===== src/rtl/vecmac_pkg.sv =====
`default_nettype none
// +--------------------------------------------------------------------------+
// | Module   : vecmac_pkg                                                    |
// | Purpose  : Shared constants, accumulator FSM encoding and the adder-tree |
// |            width helper for the vecmac_dotn dot-product engine.          |
// | Revision : 1.0 - initial release                                         |
// +--------------------------------------------------------------------------+
package vecmac_pkg;

  // Lane operand width and signed product width. 17 bits hold both the
  // unsigned extreme (255*255 = 65025) and the signed extremes.
  localparam int c_OP_W   = 8;
  localparam int c_PROD_W = 17;

  typedef enum logic [1:0] {
    ST_IDLE = 2'd0,
    ST_RUN  = 2'd1,
    ST_DONE = 2'd2
  } acc_state_e;

  // Width of the signed sum of 'lanes' products without loss.
  function automatic int tree_w(input int lanes);
    return c_PROD_W + $clog2(lanes);
  endfunction

endpackage
`default_nettype wire


===== src/rtl/vecmac_dotn_if.sv =====
`default_nettype none
// +--------------------------------------------------------------------------+
// | Interface: vecmac_dotn_if                                                |
// | Purpose  : Input-beat and result handshake bundle of vecmac_dotn.        |
// |   in_valid/in_ready  : beat handshake                                    |
// |   in_a/in_b          : LANES packed int8 operands (lane k = [8k+7:8k])   |
// |   in_signed/in_last  : operand signedness / final beat of vector         |
// |   out_valid/out_ready: result handshake                                  |
// |   out_acc/out_ovf    : signed dot product / overflow seen in vector      |
// |   master = producer/consumer side, slave = vecmac_dotn side              |
// | Revision : 1.0 - initial release                                         |
// +--------------------------------------------------------------------------+
interface vecmac_dotn_if #(
  parameter int LANES = 4,
  parameter int ACC_W = 32
);
  logic                 in_valid;
  logic                 in_ready;
  logic [LANES*8-1:0]   in_a;
  logic [LANES*8-1:0]   in_b;
  logic                 in_signed;
  logic                 in_last;
  logic                 out_valid;
  logic                 out_ready;
  logic [ACC_W-1:0]     out_acc;
  logic                 out_ovf;

  modport master (
    output in_valid, in_a, in_b, in_signed, in_last, out_ready,
    input  in_ready, out_valid, out_acc, out_ovf
  );

  modport slave (
    input  in_valid, in_a, in_b, in_signed, in_last, out_ready,
    output in_ready, out_valid, out_acc, out_ovf
  );
endinterface
`default_nettype wire


===== src/rtl/mul8_su.sv =====
`default_nettype none
// +--------------------------------------------------------------------------+
// | Module   : mul8_su                                                       |
// | Purpose  : Registered 8x8 multiplier, signed or unsigned per signed_i,   |
// |            built as a shift-add array rather than a hard multiplier.     |
// | Ports    : clk, rst_n (async, active-low), en_i (register enable),       |
// |            signed_i, a_i, b_i (8-bit operands), p_o (17-bit signed)      |
// | Revision : 1.0 - initial release                                         |
// +--------------------------------------------------------------------------+
module mul8_su
  import vecmac_pkg::*;
(
  input  logic                       clk,
  input  logic                       rst_n,
  input  logic                       en_i,
  input  logic                       signed_i,
  input  logic [c_OP_W-1:0]          a_i,
  input  logic [c_OP_W-1:0]          b_i,
  output logic signed [c_PROD_W-1:0] p_o
);

  logic [c_PROD_W-1:0] w_a_ext;
  logic [c_PROD_W-1:0] w_prod;
  logic [c_PROD_W-1:0] p_q;

  assign w_a_ext = {{(c_PROD_W-c_OP_W){signed_i & a_i[c_OP_W-1]}}, a_i};

  // Arithmetic is modulo 2^17; the true product always fits, so the
  // truncated partial products still give the exact result.
  always_comb begin
    w_prod = '0;
    for (int i = 0; i < c_OP_W - 1; i++) begin
      if (b_i[i]) w_prod = w_prod + (w_a_ext << i);
    end
    // b's top bit weighs -128 in two's complement, +128 otherwise
    if (b_i[c_OP_W-1]) begin
      if (signed_i) w_prod = w_prod - (w_a_ext << (c_OP_W - 1));
      else          w_prod = w_prod + (w_a_ext << (c_OP_W - 1));
    end
  end

  always_ff @(posedge clk or negedge rst_n) begin
    if (!rst_n)     p_q <= '0;
    else if (en_i)  p_q <= w_prod;
  end

  assign p_o = $signed(p_q);

endmodule
`default_nettype wire


===== src/rtl/vecmac_dotn.sv =====
`default_nettype none
// +--------------------------------------------------------------------------+
// | Module   : vecmac_dotn                                                   |
// | Purpose  : Streaming int8 dot-product engine. Beats of LANES operand     |
// |            pairs are registered, multiplied (S1), tree-summed (S2) and   |
// |            accumulated (S3) until in_last; the result is then held for   |
// |            the out_valid/out_ready handshake.                            |
// | Ports    : clk, rst_n (async, active-low), bus (vecmac_dotn_if.slave)    |
// | Config   : VECMAC_SAT_EN defined  -> accumulator saturates on overflow   |
// |            VECMAC_SAT_EN undefined -> accumulator wraps modulo 2^ACC_W   |
// | Revision : 1.0 - initial release                                         |
// +--------------------------------------------------------------------------+
module vecmac_dotn
  import vecmac_pkg::*;
#(
  parameter int LANES = 4,
  parameter int ACC_W = 32
) (
  input logic          clk,
  input logic          rst_n,
  vecmac_dotn_if.slave bus
);

  localparam int c_TREE_W = tree_w(LANES);
  localparam int c_EXT_W  = ((ACC_W > c_TREE_W) ? ACC_W : c_TREE_W) + 1;
  localparam logic signed [c_EXT_W-1:0] c_MAX =
    {{(c_EXT_W-ACC_W+1){1'b0}}, {(ACC_W-1){1'b1}}};
  localparam logic signed [c_EXT_W-1:0] c_MIN =
    {{(c_EXT_W-ACC_W+1){1'b1}}, {(ACC_W-1){1'b0}}};

  acc_state_e                 state_q, state_d;
  logic                       w_stall, w_accept, w_sgn, w_beat;
  logic                       invec_q, sgn_q;
  logic [LANES*8-1:0]         a0_q, b0_q;
  logic                       v0_q, last0_q, sgn0_q;
  logic signed [c_PROD_W-1:0] w_prod [LANES];
  logic                       v1_q, last1_q;
  logic signed [c_TREE_W-1:0] w_tree, sum2_q;
  logic                       v2_q, last2_q;
  logic signed [ACC_W-1:0]    acc_q, acc_d, w_base;
  logic                       ovf_q, ovf_d, w_base_ovf, w_over;
  logic signed [c_EXT_W-1:0]  w_wide;

  // A pending, unconsumed result freezes the whole pipeline.
  assign w_stall     = (state_q == ST_DONE) & ~bus.out_ready;
  assign w_accept    = bus.in_valid & ~w_stall;
  assign bus.in_ready = ~w_stall;

  // Signedness follows the first beat of a vector until its last beat.
  assign w_sgn = invec_q ? sgn_q : bus.in_signed;

  always_ff @(posedge clk or negedge rst_n) begin
    if (!rst_n) begin
      invec_q <= 1'b0;
      sgn_q   <= 1'b0;
    end else if (w_accept) begin
      invec_q <= ~bus.in_last;
      sgn_q   <= w_sgn;
    end
  end

  // Input beat register
  always_ff @(posedge clk or negedge rst_n) begin
    if (!rst_n) begin
      v0_q <= 1'b0; last0_q <= 1'b0; sgn0_q <= 1'b0; a0_q <= '0; b0_q <= '0;
    end else if (!w_stall) begin
      v0_q    <= bus.in_valid;
      last0_q <= bus.in_last;
      sgn0_q  <= w_sgn;
      a0_q    <= bus.in_a;
      b0_q    <= bus.in_b;
    end
  end

  // S1: lane products
  for (genvar k = 0; k < LANES; k++) begin : g_lane
    mul8_su u_mul (
      .clk      (clk),
      .rst_n    (rst_n),
      .en_i     (~w_stall),
      .signed_i (sgn0_q),
      .a_i      (a0_q[8*k +: 8]),
      .b_i      (b0_q[8*k +: 8]),
      .p_o      (w_prod[k])
    );
  end

  always_ff @(posedge clk or negedge rst_n) begin
    if (!rst_n) begin
      v1_q <= 1'b0; last1_q <= 1'b0;
    end else if (!w_stall) begin
      v1_q <= v0_q; last1_q <= last0_q;
    end
  end

  // S2: lane sum
  always_comb begin
    w_tree = '0;
    for (int k = 0; k < LANES; k++) w_tree = w_tree + c_TREE_W'(w_prod[k]);
  end

  always_ff @(posedge clk or negedge rst_n) begin
    if (!rst_n) begin
      v2_q <= 1'b0; last2_q <= 1'b0; sum2_q <= '0;
    end else if (!w_stall) begin
      v2_q <= v1_q; last2_q <= last1_q; sum2_q <= w_tree;
    end
  end

  // S3: accumulator. Outside RUN a beat starts a fresh vector from zero,
  // which also covers a new vector arriving on the DONE handshake cycle.
  assign w_beat     = v2_q & ~w_stall;
  assign w_base     = (state_q == ST_RUN) ? acc_q : '0;
  assign w_base_ovf = (state_q == ST_RUN) ? ovf_q : 1'b0;
  assign w_wide     = c_EXT_W'(w_base) + c_EXT_W'(sum2_q);
  assign w_over     = (w_wide > c_MAX) | (w_wide < c_MIN);

  always_comb begin
    acc_d = acc_q;
    ovf_d = ovf_q;
    if (w_beat) begin
`ifdef VECMAC_SAT_EN
      // once clamped, the value sticks for the rest of the vector
      if (w_base_ovf)  acc_d = acc_q;
      else if (w_over) acc_d = w_wide[c_EXT_W-1] ? c_MIN[ACC_W-1:0] : c_MAX[ACC_W-1:0];
      else             acc_d = w_wide[ACC_W-1:0];
`else
      acc_d = w_wide[ACC_W-1:0];
`endif
      ovf_d = w_base_ovf | w_over;
    end else if ((state_q == ST_DONE) && bus.out_ready) begin
      acc_d = '0;
      ovf_d = 1'b0;
    end
  end

  always_ff @(posedge clk or negedge rst_n) begin
    if (!rst_n) begin
      acc_q <= '0;
      ovf_q <= 1'b0;
    end else begin
      acc_q <= acc_d;
      ovf_q <= ovf_d;
    end
  end

  // Accumulator FSM: state register
  always_ff @(posedge clk or negedge rst_n) begin
    if (!rst_n) state_q <= ST_IDLE;
    else        state_q <= state_d;
  end

  // Accumulator FSM: next state
  always_comb begin
    state_d = state_q;
    case (state_q)
      ST_IDLE: if (w_beat) state_d = last2_q ? ST_DONE : ST_RUN;
      ST_RUN:  if (w_beat && last2_q) state_d = ST_DONE;
      ST_DONE: begin
        if (bus.out_ready) begin
          if (w_beat) state_d = last2_q ? ST_DONE : ST_RUN;
          else        state_d = ST_IDLE;
        end
      end
      default: state_d = ST_IDLE;
    endcase
  end

  // Accumulator FSM: outputs
  always_comb begin
    bus.out_valid = (state_q == ST_DONE);
    bus.out_acc   = acc_q;
    bus.out_ovf   = ovf_q;
  end

endmodule
`default_nettype wire


===== src/flat_wrapper.sv =====
// flat-port wrapper written by rule: the top's interface ports become plain ports
module vecmac_dotn_flat import vecmac_pkg::*;
#(
  parameter int LANES = 4,
  parameter int ACC_W = 32
)
  (clk, rst_n, bus_in_valid, bus_in_a, bus_in_b, bus_in_signed, bus_in_last, bus_out_ready, bus_in_ready, bus_out_valid, bus_out_acc, bus_out_ovf);
  vecmac_dotn_if #(.LANES(LANES), .ACC_W(ACC_W)) bus_i ();
  input logic clk;
  input logic rst_n;
  input wire logic [$bits(bus_i.in_valid)-1:0] bus_in_valid;
  input wire logic [$bits(bus_i.in_a)-1:0] bus_in_a;
  input wire logic [$bits(bus_i.in_b)-1:0] bus_in_b;
  input wire logic [$bits(bus_i.in_signed)-1:0] bus_in_signed;
  input wire logic [$bits(bus_i.in_last)-1:0] bus_in_last;
  input wire logic [$bits(bus_i.out_ready)-1:0] bus_out_ready;
  output wire logic [$bits(bus_i.in_ready)-1:0] bus_in_ready;
  output wire logic [$bits(bus_i.out_valid)-1:0] bus_out_valid;
  output wire logic [$bits(bus_i.out_acc)-1:0] bus_out_acc;
  output wire logic [$bits(bus_i.out_ovf)-1:0] bus_out_ovf;
  assign bus_i.in_valid = bus_in_valid;
  assign bus_i.in_a = bus_in_a;
  assign bus_i.in_b = bus_in_b;
  assign bus_i.in_signed = bus_in_signed;
  assign bus_i.in_last = bus_in_last;
  assign bus_i.out_ready = bus_out_ready;
  assign bus_in_ready = bus_i.in_ready;
  assign bus_out_valid = bus_i.out_valid;
  assign bus_out_acc = bus_i.out_acc;
  assign bus_out_ovf = bus_i.out_ovf;
  vecmac_dotn #(.LANES(LANES), .ACC_W(ACC_W)) u_core (.clk(clk), .rst_n(rst_n), .bus(bus_i));
endmodule

===== config.mk =====
export PLATFORM = sky130hd
export DESIGN_NAME = vecmac_dotn_flat
export DESIGN_NICKNAME = d
export VERILOG_FILES = /design/src/rtl/vecmac_pkg.sv /design/src/rtl/vecmac_dotn_if.sv /design/src/rtl/mul8_su.sv /design/src/rtl/vecmac_dotn.sv /design/src/flat_wrapper.sv
export SDC_FILE = /design/constraint.sdc
export NUM_CORES = 1
export LEC_CHECK = 0
export ABC_AREA = 1
export BUFFER_PORTS_ARGS = -buffer_cell sky130_fd_sc_hd__buf_2
export CAP_MARGIN = 15
export CORE_ASPECT_RATIO = 1.75
export CORE_UTILIZATION = 50
export CTS_CLUSTER_DIAMETER = 40
export DETAILED_ROUTE_END_ITERATION = 7
export MAX_ROUTING_LAYER = met4
export PLACE_DENSITY = 0.69
export SYNTH_ARGS = -nofsm -noshare
export SYNTH_HDL_FRONTEND = slang
export SYNTH_SLANG_ARGS = --single-unit

===== constraint.sdc =====
create_clock -name clk -period 8.9 [get_ports clk]
set_input_delay 0 -clock clk [delete_from_list [all_inputs] [get_ports clk]]
set_output_delay 0 -clock clk [all_outputs]
set_load 0.02 [all_outputs]

==> results of run 1 <==
[metal layers]
layer | part of all wire | vias up | track usage | wire [um]
met3 | 0.033 | 449 | 0.02546 | 3636
met5 | 0 | - | - | 0
met2 | 0.53 | 995 | 0.6264 | 57360
li1 | - | 17990 | - | -
met1 | 0.37 | 16930 | 0.3385 | 40570
met4 | 0.069 | 0 | 0.2056 | 7562
[worst max-delay path, delay by kind of cell (launching register included)]
kind                       cells  cell delay (ns)
AOI/OAI and AO/OA             14             1.89
and+or+nand+nor               23             2.42
buffers and inverters         13             1.47
adders and majority gates      7             1.95
xor gates and xnor gates       5             0.63
DFF                            1             0.40
[kinds of logic after synthesis]
logic type               after synthesis  share of synthesized area
AO/OA/AOI/OAI                        872                     0.1589
XOR/XNOR                             177                    0.05068
adder cells (fa/ha/maj)              422                     0.1883
buffers and inverters                768                    0.09609
flip-flops                           195                     0.1595
AND/OR/NAND/NOR                     2470                     0.3465
[worst min path at each step]
stage,from,end,slack (ns),cells past startpoint
6_report,rst_n,u_core.b0_q[27]$_DFFE_PN0N_,0.13,2
5_1_grt,rst_n,u_core.b0_q[27]$_DFFE_PN0N_,0.23,2
4_1_cts,rst_n,u_core.b0_q[27]$_DFFE_PN0N_,0.19,2
3_5_place_dp,rst_n,u_core.b0_q[27]$_DFFE_PN0N_,0.1,1
3_3_place_gp,rst_n,u_core.b0_q[27]$_DFFE_PN0N_,0.10,1
2_1_floorplan,rst_n,u_core.a0_q[0]$_DFFE_PN0N_,-0.30,0
[per-stage QoR]
step	hold slack (ns)	cell area, um^2	std cells	TNS [ns]
after global routing	0.2289	43330	6619	-2.436
after detailed placement	0.09894	37210	6427	-1.983
after floorplan	-0.2956	30590	4904	0
final	0.1283	43330	6619	0
after global placement	0.1008	37210	6427	-0.8632
after CTS	0.1936	39460	6548	0
[cell type report]
| cell class | instances | area, um^2 |
|---|---|---|
| Fill cell | 4988 | 16970 |
| Sequential cell | 195 | 4882 |
| Inverter | 665 | 2511 |
| Tap cell | 786 | 983.4 |
| Clock buffer | 18 | 429.2 |
| Clock inverter | 14 | 143.9 |
| Multi-Input combinational cell | 3941 | 26900 |
| Timing Repair Buffer | 1000 | 7475 |
[state kept, by name, indices dropped and copies added (netlist names)]
name / cells
u_core.g_lane.u_mul.p_o: 68
u_core.a0_q: 32
u_core.b0_q: 32
u_core.bus.out_acc: 32
u_core.sum2_q: 19
u_core.state_q: 2
u_core.bus.out_ovf: 1
u_core.invec_q: 1
u_core.last0_q: 1
u_core.last1_q: 1
u_core.last2_q: 1
u_core.sgn0_q: 1
u_core.sgn_q: 1
u_core.v0_q: 1
u_core.v1_q: 1
u_core.v2_q: 1
[cells in the mapped netlist, types with 3 or more instances]
| library cell | count |
|---|---|
| buf_1 | 9 |
| or2_2 | 54 |
| nand3b_1 | 16 |
| ha_1 | 358 |
| nor4_1 | 8 |
| nand2_1 | 1414 |
| o21ai_1 | 18 |
| nand3_2 | 23 |
| o22ai_1 | 24 |
| inv_2 | 18 |
| nor2_1 | 321 |
| o211ai_1 | 8 |
| nor3_1 | 45 |
| a211oi_1 | 3 |
| dfrtp_1 | 195 |
| clkinv_1 | 5 |
| a31oi_1 | 36 |
| xnor2_1 | 56 |
| fa_1 | 64 |
| a21o_1 | 20 |
| o2111ai_1 | 16 |
| o21a_1 | 11 |
| clkbuf_1 | 64 |
| nand3_1 | 469 |
| a21oi_1 | 326 |
| buf_2 | 22 |
| buf_4 | 5 |
| nand2_2 | 34 |
| o21ai_2 | 13 |
| nand2_4 | 4 |
| a21boi_0 | 6 |
| xor2_1 | 121 |
| nor2_2 | 4 |
| nand4_1 | 30 |
| o21bai_1 | 23 |
| inv_1 | 642 |
| o21ai_0 | 336 |
| o221ai_1 | 6 |
| and2_1 | 43 |
| o31ai_1 | 13 |
| a21oi_4 | 3 |
[repair_timing]
| item | CTS | global route |
|---|---|---|
| resized for setup | 181 | 698 |
| endpoints found under the hold margin | 174 | 0 |
| setup buffers | 19 | 72 |
| hold buffers | 70 | 0 |
| endpoints found under the setup margin | 9 | 21 |
| pin swaps | 49 | 300 |
[placed cells by master, fill, tap and decap left out, types with 151 or more instances in the layout]
cell     count
a21oi_1    206
buf_4      817
o21ai_0    249
ha_4       151
nand3_1    436
inv_1      598
dfrtp_1    193
nor2_1     275
nand2_1   1289
ha_1       196
==> summary.txt, run 1 <==
Detailed routing
  • Pre-Repair DR Iteration Count: 7
  • DR WL/cell: 16.49 um
  • Via count: 36360
  • Final WL: 109100 um
  • Remaining antenna violation count: 0
  • Initial DRC Count: 1810
  • Vias per inst: 5.493
  • Residual DRC: 0

GRT
  • Largest net degree at the start of global routing: 105
  • Antenna violations before repair: 0
  • First-pass GRT wire length: 163900 um
  • Number of global-route vias before repair: 34850
  • GRT overflow: 0
  • Global Route Usage Sum: 0.3363

Place
  • RePlAce Congestion: 1.016
  • Pre-CTS setup slack: -0.4585 ns
  • I/O Buffers: 104
  • Final HPWL from detailed placement: 82010 um

Run status
  • Status: completed

Die
  • Area of the core: 60300 um^2
  • Die area: 62210 um^2
  • Die width: 189.0 um
  • Initial core utilization: 0.5072
  • Io pins: 105
  • Die H: 329.2 um
  • Row count: 119

STA
  • Final hold vios: 0
  • Fin crit share: 0.9980
  • Clk_skew: 0.01918 ns
  • Worst-Margin Slew: 1.102 ns
  • RSZ-0062 raised after global routing: yes
  • Worst slew margin: 0.2633
  • Finish-stage setup viols: 0
  • Worst Setup Slack, final: 0.01785 ns
  • Slew Limit Fails: 0
  • Fin crit period: 8.882 ns
  • Fmax achieved: 0.1126 GHz

Final layout
  • NumNets Final: 6312
  • Core Util, Final: 0.7185
  • Syn-to-layout area delta: 41.66%
  • Share of cells above drive strength 1: 0.3086
  • Number of diodes: 0

Worst setup path
  • Worst r2r dst: u_core.g_lane[1].u_mul.p_o[16]$_DFFE_PN0N_
  • Worst reg-to-reg path cell count: 62
  • Worst setup path class: flip-flop to flip-flop
  • Worst Path Max Fanout: 4
  • Slowest Stage Delay on Critical Path: 0.40 ns
  • Worst R2R Setup Slack: 0.02 ns
  • CP endpoint: u_core.g_lane[1].u_mul.p_o[16]$_DFFE_PN0N_
  • CP Capture Type: flip-flop
  • CP most frequent cell: nand2_1
  • Crit. Startpoint: u_core.b0_q[8]$_DFFE_PN0N_
  • Crit Reg-Reg Startpoint: u_core.b0_q[8]$_DFFE_PN0N_
  • Worst path arrival time: 9.25 ns
  • Crit start category: flip-flop
  • CP max-delay cell: dfrtp_1
  • Worst Path Required: 9.27 ns

Logic synthesis
  • Cell Area, Synth: 30590 um^2
  • Top-area cell type share of the netlist area: 0.1735
  • Largest cells by area after synthesis: nand2_1, dfrtp_1, ha_1
  • Mean Syn Cell Area: 6.237 um^2
  • Synthesis Warnings: 0
  • Async set or reset register ratio after synthesis: 1.000
  • Main synth FF type: dfrtp_1
  • Synth unique cells: 54
  • Syn nets: 5396
  • Mapped Cells: 4904
  • EDFF count, synth: 0
  • Area leader, netlist: nand2_1
  • Sequential area share after synthesis: 0.1595
  • Seq cells post-synth: 195

Job
  • Max-Cap Viols: 0

Clocking
  • Reg clk slew, reported paths: 0.08 ns
  • Later-pin clock latency in the skew report: 0.49 ns
  • Root Buffer Master: clkbuf_16
  • Buffer levels on the longest clock path: 2
  • CTS HTree Levels: 4
  • CTS sink count: 195
  • CTS Buf Count: 17
  • CTS tree: yes

Hold path
  • Min-delay worst type: input pin to async pin
Power of run 1 is left out: the tool's default activity adds up to more than one toggle a clock period on the data nets, which glitch-free logic cannot reach.
==> inputs of run 2 (changes only) <==
- SYNTH_HIERARCHICAL: unset -> 1
==> run 2 against run 1 <==
  * The run now ends with setup timing left
  * Wire length is 18% higher
  * Highest routed layer unchanged
  * Count of clock-buffer cells in the layout unchanged
  * Flip-flop and latch count unchanged
  * Synthesized cell count grew 6.2%
==> summary.txt, run 2 <==
Detailed routing
  • DR WL/cell: 17.95 um (was 16.49 um)
  • Initial DRC Count: 2215 (was 1810)
  • Pre-Repair DR Iteration Count: 7 (unchanged)
  • Final WL: 129000 um (was 109100 um)
  • Via count: 40140 (was 36360)
  • Remaining antenna violation count: 0 (unchanged)
  • Vias per inst: 5.585 (was 5.493)
  • Residual DRC: 0 (unchanged)

Final layout
  • Max reg flops: 68 (unchanged)
  • Share of cells above drive strength 1: 0.3700 (was 0.3086)
  • # fillers: 4978 (was 4988)
  • Commonest non-fill, non-tap cell in the layout: nand2_1 (unchanged)
  • Syn-to-layout area delta: 47.54% (was 41.66%)
  • Design area: 48010 um^2 (was 43330 um^2)
  • NumNets Final: 6849 (was 6312)
  • Most frequent cells in the layout: nand2_1, buf_4, inv_1 (unchanged)

GRT
  • GRT overflow: 0 (unchanged)
  • Global Route Usage Sum: 0.3700 (was 0.3363)
  • First-pass GRT wire length: 189300 um (was 163900 um)
  • Grt peak-use layer: met2 (unchanged)
  • GR Util met2: 0.6854 (was 0.6264)
  • Antenna violations before repair: 4 (was 0)
  • Largest net degree at the start of global routing: 142 (was 105)
  • Met3 global-route usage: 0.04620 (was 0.02546)
  • Number of global-route vias before repair: 38900 (was 34850)
  • GR Layer Usage met1: 0.3530 (was 0.3385)

Worst setup path
  • CP most frequent cell: nand2_2 (was nand2_1)
  • Worst Path Required: 9.33 ns (was 9.27 ns)
  • Worst Path Max Fanout: 7 (was 4)
  • Slowest Stage Delay on Critical Path: 0.49 ns (was 0.40 ns)
  • Crit start category: flip-flop (unchanged)
  • Worst setup path class: flip-flop to flip-flop (unchanged)
  • CP Capture Type: flip-flop (unchanged)
  • CP max-delay cell: dfrtp_2 (was dfrtp_1)
  • Worst path arrival time: 9.58 ns (was 9.25 ns)

STA
  • Clk_skew: 0.01569 ns (was 0.01918 ns)
  • Fin crit share: 1.028 (was 0.9980)
  • Final hold vios: 0 (unchanged)
  • RSZ-0062 raised after global routing: yes (unchanged)
  • Fin crit period: 9.151 ns (was 8.882 ns)
  • Worst Setup Slack, final: -0.2508 ns (was 0.01785 ns)
  • Worst slew margin: 0.3475 (was 0.2633)
  • Worst-Margin Slew: 0.9764 ns (was 1.102 ns)
  • Finish-stage setup viols: 3 (was 0)
  • Slew Limit Fails: 0 (unchanged)
  • Fmax achieved: 0.1093 GHz (was 0.1126 GHz)

Logic synthesis
  • Post-synthesis compound-gate area fraction: 0.1390 (was 0.1589)
  • Count leader, synth: nand2_1 (unchanged)
  • Top-area cell type share of the netlist area: 0.1868 (was 0.1735)
  • Mapped Cells: 5208 (was 4904)
  • Proportion of synthesized area in mux cells: 0 (unchanged)
  • Area leader, netlist: nand2_1 (unchanged)
  • Largest family of logic cells by synthesized area: simple AND/OR/NAND/NOR gates (unchanged)
  • Synth unique cells: 64 (was 54)
  • Syn nets: 5700 (was 5396)
  • Synthesis Warnings: 6 (was 0)
  • Post-Synth Simple-Gate Area: 0.3923 (was 0.3465)
  • Sequential area share after synthesis: 0.1500 (was 0.1595)
  • Post-synthesis xor/xnor area fraction: 0.04630 (was 0.05068)
  • Mean Syn Cell Area: 6.248 um^2 (was 6.237 um^2)
  • EDFF count, synth: 0 (unchanged)
  • Main synth FF type: dfrtp_1 (unchanged)
  • Async set or reset register ratio after synthesis: 1.000 (unchanged)
  • Cell Area, Synth: 32540 um^2 (was 30590 um^2)
  • Post-synth top cells: nand2_1, inv_1, nand3_1, ha_1, a21oi_1 (was nand2_1, inv_1, nand3_1, ha_1, o21ai_0)
  • Seq cells post-synth: 195 (unchanged)
  • Adder-cell share of the synthesized area: 0.1770 (was 0.1883)
  • Largest cells by area after synthesis: nand2_1, dfrtp_1, ha_1 (unchanged)

Hold path
  • Min-delay worst type: input pin to async pin (unchanged)

Die
  • Die H: 339.5 um (was 329.2 um)
  • Area of the core: 64330 um^2 (was 60300 um^2)
  • Die width: 194.8 um (was 189.0 um)
  • Io pins: 105 (unchanged)
  • Die area: 66140 um^2 (was 62210 um^2)
  • Initial core utilization: 0.5058 (was 0.5072)
  • Row count: 123 (was 119)

Job
  • Max-Cap Viols: 0 (unchanged)

Run status
  • Failing checks: setup timing
  • Status: finished with violations (was completed)

Clocking
  • CTS tree: yes (unchanged)
  • CTS sink count: 195 (unchanged)
  • Buffer levels on the longest clock path: 2 (unchanged)
  • CTS Buf Count: 17 (unchanged)
  • Reg clk slew, reported paths: 0.09 ns (was 0.08 ns)
  • Root Buffer Master: clkbuf_16 (unchanged)
  • CTS HTree Levels: 4 (unchanged)
  • Later-pin clock latency in the skew report: 0.53 ns (was 0.49 ns)

Place
  • Placed Area: 40560 um^2 (was 37210 um^2)
  • RePlAce Congestion: 0.9867 (was 1.016)
  • Final HPWL from detailed placement: 93500 um (was 82010 um)
  • Pre-CTS setup slack: -0.7606 ns (was -0.4585 ns)
  • I/O Buffers: 104 (unchanged)
## run 2: stage by stage
| stage | setup TNS (ns) | utilization | hold slack, ns | cells |
|---|---|---|---|---|
| after floorplan | 0 | - | -0.2956 | 5208 |
| after global placement | -2.902 | 0.6305 | 0.02375 | 6953 |
| after detailed placement | -4.583 | 0.6305 | 0.03026 | 6953 |
| after CTS | -0.1891 | 0.6765 | 0.02760 | 7086 |
| after global routing | -5.089 | 0.7463 | 0.08475 | 7186 |
| final | -0.5324 | 0.7463 | 0.03008 | 7186 |
## run 2: critical path, delay by kind of cell, from the launching register on
kind            cells  cell delay, ns
fa+ha+maj           9            2.59
compound gates     11            1.71
xor+xnor            2            0.38
flops               1            0.49
simple gates       29            3.26
buf+inv             7            0.60
## run 2: cell type report
type	instances	area (um^2)	share of cell area
Antenna cell	4	10.01	0.0002085
Clock buffer	18	429.2	0.008939
Clock inverter	14	178.9	0.003727
Inverter	687	2600	0.05416
Multi-Input combinational cell	4229	29670	0.6181
Sequential cell	195	4888	0.1018
Tap cell	812	1016	0.02116
Timing Repair Buffer	1227	9213	0.1919
## run 2: kinds of logic after synthesis
kind of cell             after synthesis
buffers and inverters                784
XOR/XNOR                             172
adder cells (fa/ha/maj)              422
flip-flops                           195
AO/OA/AOI/OAI                        796
AND/OR/NAND/NOR                     2839
## run 2: worst paths after layout
| kind | from | endpoint | slack (ns) | depth (start not counted) |
|---|---|---|---|---|
| max | u_core/b0_q[24]$_DFFE_PN0N_ | u_core/g_lane[3].u_mul/p_o[16]$_DFFE_PN0P_ | -0.25 | 58 |
| min | rst_n | u_core/bus.out_acc[28]$_DFFE_PN0P_ | 0.03 | 2 |
| max reg2reg | u_core/b0_q[24]$_DFFE_PN0N_ | u_core/g_lane[3].u_mul/p_o[16]$_DFFE_PN0P_ | -0.25 | 58 |
| min reg2reg | u_core/v0_q$_DFFE_PN0N_ | u_core/v1_q$_DFFE_PN0N_ | 0.49 | 2 |
| max in group asynchronous | rst_n | u_core/a0_q[29]$_DFFE_PN0N_ | 6.51 | 4 |
| min in group clk | bus_out_ready | u_core/b0_q[30]$_DFFE_PN0N_ | 0.15 | 5 |
## run 2: layer usage
metal,wire length [um],part of all wire
met2,66560,0.52
met1,45010,0.35
met5,0,0
met4,10580,0.082
met3,6856,0.053
## run 2: what timing repair did
item / 4_1_cts / 5_1_grt
setup buffers: 33 / 96
hold buffers: 68 / 0
gates resized for setup: 312 / 809
setup endpoints to repair: 18 / 26
pin swaps: 69 / 411
hold endpoints to repair: 149 / 0
Power of run 2 is left out for the same reason.
